[src/rtl/dff_pipe_pkg.sv]
// Shared definitions for the dff_pipe elastic pipeline: count width helper
// and the handshake polarity used by every stage.
package dff_pipe_pkg;

  // An empty stage is always willing to accept a word.
  localparam logic READY_WHEN_EMPTY = 1'b1;

  function automatic int count_w(input int depth);
    return (depth < 1) ? 1 : $clog2(depth + 1);
  endfunction

endpackage

[src/rtl/dff_pipe_stage.sv]
// One elastic register stage: holds a valid flag and a data word, and passes
// readiness upstream when empty or when the downstream side is draining.
module dff_pipe_stage
  import dff_pipe_pkg::*;
#(
  parameter int               WIDTH     = 8,
  parameter logic [WIDTH-1:0] RESET_VAL = '0
) (
  input  logic             clk,
  input  logic             reset,
  input  logic             flush,
  input  logic             up_valid,
  input  logic [WIDTH-1:0] up_data,
  input  logic             dn_ready,
  output logic             valid,
  output logic [WIDTH-1:0] data,
  output logic             ready
);

  assign ready = valid ? dn_ready : READY_WHEN_EMPTY;

  // Data only loads alongside a valid word so bubbles do not toggle the register.
  always_ff @(posedge clk) begin
    if (reset) begin
      valid <= 1'b0;
      data  <= RESET_VAL;
    end else if (flush) begin
      valid <= 1'b0;
    end else if (ready) begin
      valid <= up_valid;
      if (up_valid) begin
        data <= up_data;
      end
    end
  end

endmodule

[src/rtl/dff_pipe.sv]
// DEPTH-stage, WIDTH-bit elastic pipeline with valid/ready on both sides,
// flush, programmable reset value and a registered occupancy count.
module dff_pipe
  import dff_pipe_pkg::*;
#(
  parameter int               WIDTH     = 8,
  parameter int               DEPTH     = 3,
  parameter logic [WIDTH-1:0] RESET_VAL = '0
) (
  input  logic                        clk,
  input  logic                        reset,
  input  logic                        in_valid,
  output logic                        in_ready,
  input  logic [WIDTH-1:0]            in_data,
  output logic                        out_valid,
  input  logic                        out_ready,
  output logic [WIDTH-1:0]            out_data,
  input  logic                        flush,
  output logic [count_w(DEPTH)-1:0]   count
);

  localparam int CW = count_w(DEPTH);

  logic [DEPTH:0] vld;
  logic [WIDTH-1:0] dat [DEPTH+1];
  logic in_xfer;
  logic out_xfer;
  logic [CW-1:0] count_nxt;

  assign vld[0] = in_valid;
  assign dat[0] = in_data;

  // Each stage keeps its own ready net so the chain never feeds back into one vector.
  for (genvar i = 0; i < DEPTH; i++) begin : g_stage
    logic up_rdy;
    logic dn_rdy;

    if (i == DEPTH - 1) begin : g_last
      assign dn_rdy = out_ready;
    end else begin : g_mid
      assign dn_rdy = g_stage[i+1].up_rdy;
    end

    dff_pipe_stage #(
      .WIDTH    (WIDTH),
      .RESET_VAL(RESET_VAL)
    ) u_stage (
      .clk     (clk),
      .reset   (reset),
      .flush   (flush),
      .up_valid(vld[i]),
      .up_data (dat[i]),
      .dn_ready(dn_rdy),
      .valid   (vld[i+1]),
      .data    (dat[i+1]),
      .ready   (up_rdy)
    );
  end

  assign in_ready  = g_stage[0].up_rdy;
  assign out_valid = vld[DEPTH];
  assign out_data  = dat[DEPTH];

  assign in_xfer  = in_valid & in_ready;
  assign out_xfer = out_valid & out_ready;

  always_comb begin
    count_nxt = count;
    case ({in_xfer, out_xfer})
      2'b10:   count_nxt = count + CW'(1);
      2'b01:   count_nxt = count - CW'(1);
      default: count_nxt = count;
    endcase
  end

  // Flush empties every stage, so the occupancy drops straight to zero.
  always_ff @(posedge clk) begin
    if (reset || flush) begin
      count <= '0;
    end else begin
      count <= count_nxt;
    end
  end

endmodule

[config.mk]
export PLATFORM = sky130hd
export DESIGN_NAME = dff_pipe
export DESIGN_NICKNAME = d
export VERILOG_FILES = /design/src/rtl/dff_pipe_pkg.sv /design/src/rtl/dff_pipe_stage.sv /design/src/rtl/dff_pipe.sv
export SDC_FILE = /design/constraint.sdc
export NUM_CORES = 1
export LEC_CHECK = 0
export ABC_AREA = 1
export CORE_ASPECT_RATIO = 1.2
export CORE_MARGIN = 4
export CORE_UTILIZATION = 53
export DETAILED_ROUTE_END_ITERATION = 10
export GPL_TIMING_DRIVEN = 0
export PLACE_DENSITY = 0.82
export SYNTH_ARGS = -nofsm -noshare
export SYNTH_HDL_FRONTEND = slang
export SYNTH_SLANG_ARGS = --single-unit
export TNS_END_PERCENT = 1
[constraint.sdc]
create_clock -name clk -period 2.9 [get_ports clk]
set_clock_uncertainty 0.15 [all_clocks]
set_input_delay 0.58 -clock clk [delete_from_list [all_inputs] [get_ports clk]]
set_output_delay 0.58 -clock clk [all_outputs]
set_load 0.03 [all_outputs]
==> flow_metrics.env <==
export IMPL_row_count=18
export IMPL_fp_dieW_um=52.2
export IMPL_cts_num_sinks=29
export IMPL_syn2layout_area_growth_pct=25.4
export IMPL_cp_end_kind="output port"
export IMPL_worstPathArrival_ps=1940
export IMPL_synth_area_per_cell_sq_um=7.61
export IMPL_crit_path_top_delay_cell="clkdlybuf4s50_1"
export IMPL_overflow=0
export IMPL_ioPinCount=25
export IMPL_root_buffer="clkbuf_4"
export IMPL_period_share=0.920
export IMPL_p_per_area_nw_per_um2=448
export IMPL_portBuffers=23
export IMPL_path_clk_slew_ps=80
export IMPL_peakVddDrop_uv=359
export IMPL_wl_um=2380
export IMPL_fin_setup_tns_ps=0
export IMPL_path_cells="clkdlybuf4s50_1 -> inv_1 -> nand4_4 -> buf_2 -> dlygate4sd2_1"
export IMPL_grt_pass1_wl_um=4420
export IMPL_finalInstanceArea_sq_um=1560
export IMPL_pre_cts_ws_ps=-56.0
export IMPL_postLayoutCoreUtil=0.727
export IMPL_fin_cells=224
export IMPL_cp_data_required_time_ps=2170
export IMPL_dieHeight_um=61.0
export IMPL_slowest_delay_ps=470
export IMPL_initial_core_util=0.580
export IMPL_place_gp_congestion=0.707
export IMPL_cts_max_level=2
export IMPL_grt_max_degree=11
export IMPL_hold_violations=0
export IMPL_criticalPathCategory="input port to output port"
export IMPL_worst_slack_ps=232
export IMPL_tightest_slew_ps=404
export IMPL_syn_num_nets=177
export IMPL_timing_max_slew_rel_slack=0.731
export IMPL_drt_iter0_markers=25
export IMPL_antenna_found_initial=0
export IMPL_clock_latency_ps=320
export IMPL_grt_pass1_vias=1106
export IMPL_maxSlewViolCount=0
export IMPL_ys_seq_elements=29
export IMPL_cts_inserted_buffers=5
export IMPL_synth_area_sq_um=1240
export IMPL_placed_cells_incl_taps=216
export IMPL_drcViolationCount=0
export IMPL_ys_seq_area_frac=0.468
export IMPL_status="completed"
export IMPL_synth_cells=163
export IMPL_yosysUniqueCellTypes=17
export IMPL_nNetsFinal=207
export IMPL_core_sq_um=2140
export IMPL_diodes=0
export IMPL_dr_pass1_iters=4
export IMPL_dpl_hpwl_um=1820
export IMPL_dpl_instance_area_sq_um=1510
export IMPL_clockBufferDepth=2
export IMPL_setup_viol=0
export IMPL_synth_warnings=0
export IMPL_maxCapViolCount=0
export IMPL_postRouteAntennaNets=0
export IMPL_max_clock_freq_ghz=0.375
export IMPL_tritoncts="yes"
export IMPL_viasPerCell=4.92
export IMPL_worst_setup_path_start_kind="input port"
export IMPL_hold_class="flop to flop"
export IMPL_die_area_sq_um=3180
export IMPL_vias=1103
export IMPL_period_needed_ps=2670
export IMPL_rsz0062_at_grt="false"
export IMPL_drive_gt1_frac=0.119
export IMPL_p_leak_nw=0.623
export IMPL_groute_usage_overall=0.189
export IMPL_cp_max_fo=10
export IMPL_wl_per_cell_um=10.6
registers in the layout, summed over array words and instances, names as in the netlist:
register	count
count	2
g_stage.u_stage.data	24
g_stage.u_stage.valid	3
synthesized netlist by cell type:
master / n / area share
a21oi_1: 28 / 0.11
a31oi_1: 1 / 0.0050
buf_2: 1 / 0.0040
buf_4: 9 / 0.054
clkbuf_1: 2 / 0.0061
dfxtp_1: 29 / 0.47
ha_1: 1 / 0.010
inv_1: 18 / 0.054
nand2_1: 31 / 0.094
nand2_2: 3 / 0.015
nand3_1: 24 / 0.097
nand3_2: 1 / 0.0081
nand4_1: 1 / 0.0050
nand4_4: 1 / 0.017
nor2_1: 10 / 0.030
nor2_2: 2 / 0.010
nor2_4: 1 / 0.0091
path summary, 6_finish.rpt:
check | end | slack (ps) | from | cells past startpoint
worst min register to register | g_stage[2].u_stage.data[0]$_SDFFE_PP0P_ | 320 | g_stage[2].u_stage.data[0]$_SDFFE_PP0P_ | 2
worst max-delay path | in_ready | 230 | out_ready | 5
worst max register to register | count[1]$_SDFFE_PP0P_ | 1100 | g_stage[2].u_stage.valid$_SDFFE_PP0P_ | 8
worst min-delay path | g_stage[2].u_stage.data[0]$_SDFFE_PP0P_ | 320 | g_stage[2].u_stage.data[0]$_SDFFE_PP0P_ | 2
cell families after synthesis:
| group | count (synthesis) | share of synthesized area |
|---|---|---|
| simple gates | 74 | 0.285 |
| fa+ha+maj | 1 | 0.0101 |
| compound gates | 29 | 0.118 |
| buf+inv | 30 | 0.119 |
| flops | 29 | 0.468 |
routing by layer:
layer	up-vias	routed length, um	GRT usage
li1	584	-	-
met1	483	1030	0.188
met2	28	1150	0.336
met3	8	110	0.0678
met4	0	91	0.120
met5	-	0	0
final cells by class:
cell class                      count  area [sq um]
Fill cell                         187           583
Sequential cell                    29           581
Multi-Input combinational cell    104           513
Timing Repair Buffer               23           229
Buffer                             12          80.1
Inverter                           18          67.6
Clock buffer                        8          48.8
Tap cell                           30          37.5
power by group:
group,switching [mW],leakage (nW),internal (mW)
sequential,0.00625,0.236,0.408
combinational,0.0317,0.361,0.0287
clock,0.126,0.0265,0.0964
timing repair:
action | CTS | global route
hold buffers | 0 | 0
resized for setup | 1 | 0
buffers inserted | 0 | 0
endpoints found under the setup margin | 1 | 0
layout by cell type, fill, tap and decap left out:
| master | instances |
|---|---|
| dfxtp_1 | 29 |
| clkdlybuf4s50_1 | 22 |
| nor2_1 | 10 |
| dlygate4sd2_1 | 1 |
| nand3_1 | 24 |
| nand2_1 | 31 |
| a31oi_1 | 1 |
| clkbuf_1 | 5 |
| inv_1 | 18 |
| clkbuf_4 | 5 |
| buf_2 | 1 |
| nand2_2 | 3 |
| nand3_2 | 1 |
| nor2_2 | 2 |
| nand4_4 | 1 |
| nand4_1 | 1 |
| buf_4 | 9 |
| ha_1 | 1 |
| a21oi_1 | 28 |
| nor2_4 | 1 |
metrics by stage:
| step | hold slack (ps) | total power [mW] |
|---|---|---|
| 2_1_floorplan | 291 | 0.458 |
| 3_3_place_gp | 300 | 0.482 |
| 3_5_place_dp | 304 | 0.484 |
| 4_1_cts | 316 | 0.711 |
| 5_1_grt | 328 | 0.737 |
| 6_report | 316 | 0.697 |
critical path: cells and delay by family:
kind	cells	cell delay [ps]
simple gates	1	130
buf+inv	4	1220
Power figures use the tool's default switching activity.
